<file path="src/rtl/sipo_pkg.sv">
// Shared definitions for the serial-in/parallel-out deserializer.
// SIPO_PARITY_EN selects whether a trailing even-parity bit follows each word.
package sipo_pkg;

  typedef enum logic [1:0] {
    IDLE   = 2'd0,
    SHIFT  = 2'd1,
    PARITY = 2'd2,
    HOLD   = 2'd3
  } state_t;

  localparam int SIPO_DEFAULT_WIDTH = 4;

`ifdef SIPO_PARITY_EN
  localparam bit PARITY_MODE = 1'b1;
`else
  localparam bit PARITY_MODE = 1'b0;
`endif

endpackage

</file>
<file path="src/rtl/sipo_bit_cnt.sv">
// Data-bit counter for the deserializer; done flags the bit that completes a word.
module sipo_bit_cnt
  import sipo_pkg::*;
#(
  parameter int WIDTH = SIPO_DEFAULT_WIDTH
) (
  input  logic clk,
  input  logic clear,
  input  logic inc,
  input  logic rst_cnt,
  output logic done
);

  localparam int CW = $clog2(WIDTH + 1);

  logic [CW-1:0] cnt_reg;

  // Saturates at WIDTH; it is only brought back to zero on re-entry to IDLE.
  always_ff @(posedge clk) begin
    if (clear || rst_cnt) begin
      cnt_reg <= '0;
    end else if (inc && (cnt_reg != CW'(WIDTH))) begin
      cnt_reg <= cnt_reg + 1'b1;
    end
  end

  assign done = inc && (cnt_reg == CW'(WIDTH - 1));

endmodule

</file>
<file path="src/rtl/sipo_deserializer.sv">
// Serial-to-parallel front end with valid/ready word output and serial backpressure.
// Optional macro SIPO_PARITY_EN adds a trailing even-parity bit and drives par_err.
module sipo_deserializer
  import sipo_pkg::*;
#(
  parameter int WIDTH     = SIPO_DEFAULT_WIDTH,
  parameter bit MSB_FIRST = 1'b1
) (
  input  logic             clk,
  input  logic             clear,
  input  logic             s_in,
  input  logic             s_valid,
  output logic             s_ready,
  input  logic             abort,
  output logic [WIDTH-1:0] p_data,
  output logic             p_valid,
  input  logic             p_ready,
  output logic             par_err
);

  state_t           state_reg, state_next;
  logic [WIDTH-1:0] shift_reg, shift_next, p_data_reg;
  logic             p_valid_reg;
  logic             abort_act, accept, inc, done, load_word, handshake, rst_cnt;

  sipo_bit_cnt #(.WIDTH(WIDTH)) u_bit_cnt (
    .clk     (clk),
    .clear   (clear),
    .inc     (inc),
    .rst_cnt (rst_cnt),
    .done    (done)
  );

  always_ff @(posedge clk) begin
    if (clear) state_reg <= IDLE;
    else       state_reg <= state_next;
  end

  // abort only bites mid-word, and when it does it also swallows the bit on s_in.
  always_comb begin
    abort_act  = abort && ((state_reg == SHIFT) || (state_reg == PARITY));
    s_ready    = !clear && (state_reg != HOLD);
    accept     = s_valid && s_ready && !abort_act;
    inc        = accept && (state_reg != PARITY);
    handshake  = (state_reg == HOLD) && p_ready;
    load_word  = 1'b0;
    state_next = state_reg;
    case (state_reg)
      IDLE: begin
        if (accept) state_next = SHIFT;
      end
      SHIFT: begin
        if (abort_act) begin
          state_next = IDLE;
        end else if (done) begin
          if (PARITY_MODE) begin
            state_next = PARITY;
          end else begin
            state_next = HOLD;
            load_word  = 1'b1;
          end
        end
      end
      PARITY: begin
        if (abort_act) begin
          state_next = IDLE;
        end else if (accept) begin
          state_next = HOLD;
          load_word  = 1'b1;
        end
      end
      HOLD: begin
        if (handshake) state_next = IDLE;
      end
      default: state_next = IDLE;
    endcase
    rst_cnt = abort_act || handshake;
  end

  // Next shift-register image: first bit migrates toward the configured end.
  for (genvar gi = 0; gi < WIDTH; gi++) begin : g_shift
    if (MSB_FIRST) begin : g_msb
      if (gi == 0) begin : g_in
        assign shift_next[gi] = s_in;
      end else begin : g_mv
        assign shift_next[gi] = shift_reg[gi-1];
      end
    end else begin : g_lsb
      if (gi == WIDTH - 1) begin : g_in
        assign shift_next[gi] = s_in;
      end else begin : g_mv
        assign shift_next[gi] = shift_reg[gi+1];
      end
    end
  end

  always_ff @(posedge clk) begin
    if (clear) begin
      shift_reg   <= '0;
      p_data_reg  <= '0;
      p_valid_reg <= 1'b0;
    end else begin
      if (abort_act)  shift_reg <= '0;
      else if (inc)   shift_reg <= shift_next;
      if (load_word) begin
        p_valid_reg <= 1'b1;
`ifdef SIPO_PARITY_EN
        p_data_reg  <= shift_reg;
`else
        p_data_reg  <= shift_next;
`endif
      end else if (handshake) begin
        p_valid_reg <= 1'b0;
      end
    end
  end

`ifdef SIPO_PARITY_EN
  logic par_err_reg;

  // Even parity over data plus parity bit: any odd total is an error.
  always_ff @(posedge clk) begin
    if (clear)          par_err_reg <= 1'b0;
    else if (load_word) par_err_reg <= (^shift_reg) ^ s_in;
    else if (handshake) par_err_reg <= 1'b0;
  end

  assign par_err = par_err_reg;
`else
  assign par_err = 1'b0;
`endif

  assign p_data  = p_data_reg;
  assign p_valid = p_valid_reg;

endmodule

</file>
<file path="config.mk">
export PLATFORM = sky130hd
export DESIGN_NAME = sipo_deserializer
export DESIGN_NICKNAME = d
export VERILOG_FILES = /design/src/rtl/sipo_pkg.sv /design/src/rtl/sipo_bit_cnt.sv /design/src/rtl/sipo_deserializer.sv
export SDC_FILE = /design/constraint.sdc
export NUM_CORES = 1
export LEC_CHECK = 0
export CAP_MARGIN = 0
export CORE_UTILIZATION = 53
export CTS_BUF_LIST = sky130_fd_sc_hd__clkbuf_8 sky130_fd_sc_hd__clkbuf_16
export DETAILED_ROUTE_END_ITERATION = 12
export PLACE_DENSITY_LB_ADDON = 0.3
export SYNTH_ARGS = -nofsm -noshare
export SYNTH_HDL_FRONTEND = slang
export SYNTH_SLANG_ARGS = --single-unit
</file>
<file path="constraint.sdc">
create_clock -name clk -period 3.9 [get_ports clk]
set_input_delay 1.17 -clock clk [delete_from_list [all_inputs] [get_ports clk]]
set_output_delay 1.17 -clock clk [all_outputs]
set_load 0.005 [all_outputs]
</file>
==> run_results.csv <==
group,metric,value,unit
timing,worst_pin_slew,0.680,ns
global_routing,grt_pass1_wl,1.99,mm
placed_design,place_inst,102,
global_routing,grt_use_met1,23.3,%
synthesis,synth.ff_latch_count,13,
timing,slew_headroom,54.6,%
timing,finalClockSkew,0.00315,ns
layout,area_delta_synth_final,23.2,%
routing,drt-total-wl,1.26,mm
global_routing,grt_max_degree,12,
setup_path,crit_fanout,2,
synthesis,yosys.area.top_type,"dfxtp_1",
routing,drt_first_iter_violations,14,
global_routing,grt_pass1_vias,508,
synthesis,synth_edf_count,0,
clock_tree,cts_root_buf,"clkbuf_8",
layout,antenna_cells,0,
global_routing,met2_usage,32.1,%
routing,wire_per_inst,11.8,um
synthesis,yosysTopAreaCellShare,36.9,%
global_routing,grt_most_used_layer,"met2",
placed_design,place_hpwl,970,um
synthesis,synthArstFlopShare,0,%
die,core,1170,um2
routing,first_pass_iters,4,
clock_tree,clockBufferDepth,2,
synthesis,synth_ff_type,"dfxtp_1",
layout,largest_reg_flops,4,
clock_tree,postCtsHoldBufs,0,
global_routing,overflow,0,
timing,min_period_over_period,86.0,%
die,die_h,38.5,um
setup_path,crit_path_end_kind,"output port",
timing,finalMaxSlewViolations,0,
synthesis,syn-num-nets,92,
layout,fin_util,74.3,%
synthesis,synth_commonest_cells,"dfxtp_1, nor2_1, mux2i_1, ha_1, inv_1",
synthesis,synth_area_per_cell,8.93,um2
clock_tree,cts_tree,"done",
timing,rsz0062_at_grt,"no",
clock_tree,cts_resized,0,
synthesis,synth.area.top_cells,"dfxtp_1, mux2i_1, ha_1",
synthesis,synth_cell_types,23,
pwr,vdd_drop_max,0.338,mV
placed_design,routabilityCongestion,0.708,
synthesis,netlist_area,706,um2
synthesis,yosys_warnings,0,
clock_tree,post_cts_buffers,0,
die,pin_count,13,
flow_run,drv_cap,0,
clock_tree,path_clk_slew,0.05,ns
clock_tree,numClockSinks,13,
global_routing,use_met3,5.81,%
pwr,p_per_area,452,nW/um2
setup_path,criticalPathCategory,"in -> out",
layout,drive_gt1_share,7.61,%
timing,fmax,298,MHz
clock_tree,clkLatencyLatePin,0.24,ns
setup_path,start_kind,"primary input",
timing,final.setup.tns,0,ns
layout,fin_nets,106,
die,start_util,60.3,%
pwr,static-leakage-power,0.359,nW
global_routing,antenna_found_initial,0,
die,die_x,38.5,um
setup_path,required,2.73,ns
layout,instances_no_fill,106,
clock_tree,numCtsBuffers,3,
routing,viasPerCell,5.06,
timing,hold_viol_final,0,
run_status,status,"complete, no violations",
die,dieArea,1480,um2
clock_tree,cts.htree.levels,1,
global_routing,grt_usage,20.0,%
hold_path,hp-class,"reg -> reg",
routing,antenna_left,0,
routing,drc_errors,0,
synthesis,ys_seq_area_share,36.9,%
timing,setup_viol,0,
die,row_count,12,
timing,min_period,3.35,ns
setup_path,critical_path_arrival,2.18,ns
synthesis,syn_inst,79,
placed_design,numPortBuffers,11,
routing,vias,536,
[kinds of logic after synthesis]
| family | count (synthesis) | share of synthesized area, % |
|---|---|---|
| AO/OA/AOI/OAI | 10 | 7.80 |
| XOR/XNOR | 1 | 1.24 |
| adder cells (fa/ha/maj) | 7 | 12.4 |
| buffers and inverters | 9 | 5.50 |
| flip-flops | 13 | 36.9 |
| multiplexers | 10 | 14.4 |
| other | 1 | 0.531 |
| AND/OR/NAND/NOR | 28 | 21.3 |
[metal layers]
layer | wire length [um] | vias up
li1 | - | 285
met1 | 582 | 235
met2 | 600 | 14
met3 | 62 | 2
met4 | 10 | 0
met5 | 0 | -
[path summary, 6_finish.rpt]
check	startpoint	end	slack, ns	cells after the start
max	clear	s_ready	0.55	3
min	u_bit_cnt.cnt_reg[2]$_SDFFE_PP0P_	u_bit_cnt.cnt_reg[2]$_SDFFE_PP0P_	0.50	2
max reg2reg	state_reg[0]$_SDFFE_PP0P_	u_bit_cnt.cnt_reg[2]$_SDFFE_PP0P_	1.94	5
min reg2reg	u_bit_cnt.cnt_reg[2]$_SDFFE_PP0P_	u_bit_cnt.cnt_reg[2]$_SDFFE_PP0P_	0.50	2
[power breakdown]
group / total (mW) / internal (mW) / switching [mW]
clock: 0.115 / 0.0694 / 0.0460
sequential: 0.155 / 0.145 / 0.0100
combinational: 0.122 / 0.0561 / 0.0660
total: 0.393 / 0.271 / 0.122
[area by class of cell]
| type | instances | area, um2 |
|---|---|---|
| clock buffers | 3 | 41.3 |
| clock inverters | 1 | 3.75 |
| fillers | 102 | 302 |
| inverters | 6 | 22.5 |
| multi-input cells | 57 | 407 |
| flip-flops and latches | 13 | 260 |
| well taps | 14 | 17.5 |
| repair buffers | 12 | 118 |
[through the flow]
step | hold WS (ns) | total power [mW] | area, um2 | setup slack, ns
2_1_floorplan | 0.462 | 0.251 | 706 | 1.24
3_3_place_gp | 0.474 | 0.273 | 825 | 0.551
3_5_place_dp | 0.485 | 0.278 | 825 | 0.555
4_1_cts | 0.494 | 0.394 | 870 | 0.542
5_1_grt | 0.525 | 0.413 | 870 | 0.492
6_report | 0.497 | 0.393 | 870 | 0.547
[layout by cell type, fill, tap and decap left out, types with 3 or more instances in the layout]
master | netlist | routed
inv_1 | 6 | 7
nor2_1 | 13 | 13
mux2i_1 | 9 | 9
clkbuf_8 | 0 | 3
a21oi_1 | 5 | 5
o21ai_0 | 3 | 3
clkdlybuf4s50_1 | 0 | 11
ha_1 | 7 | 7
nand2b_1 | 4 | 4
nand2_1 | 5 | 5
dfxtp_1 | 13 | 13
[critical path, stage by stage]
cell and delay, ns:
clkdlybuf4s50_1 0.42, nor2_1 0.09, clkdlybuf4s50_1 0.50
No activity file was read; power rests on OpenSTA's default activity.
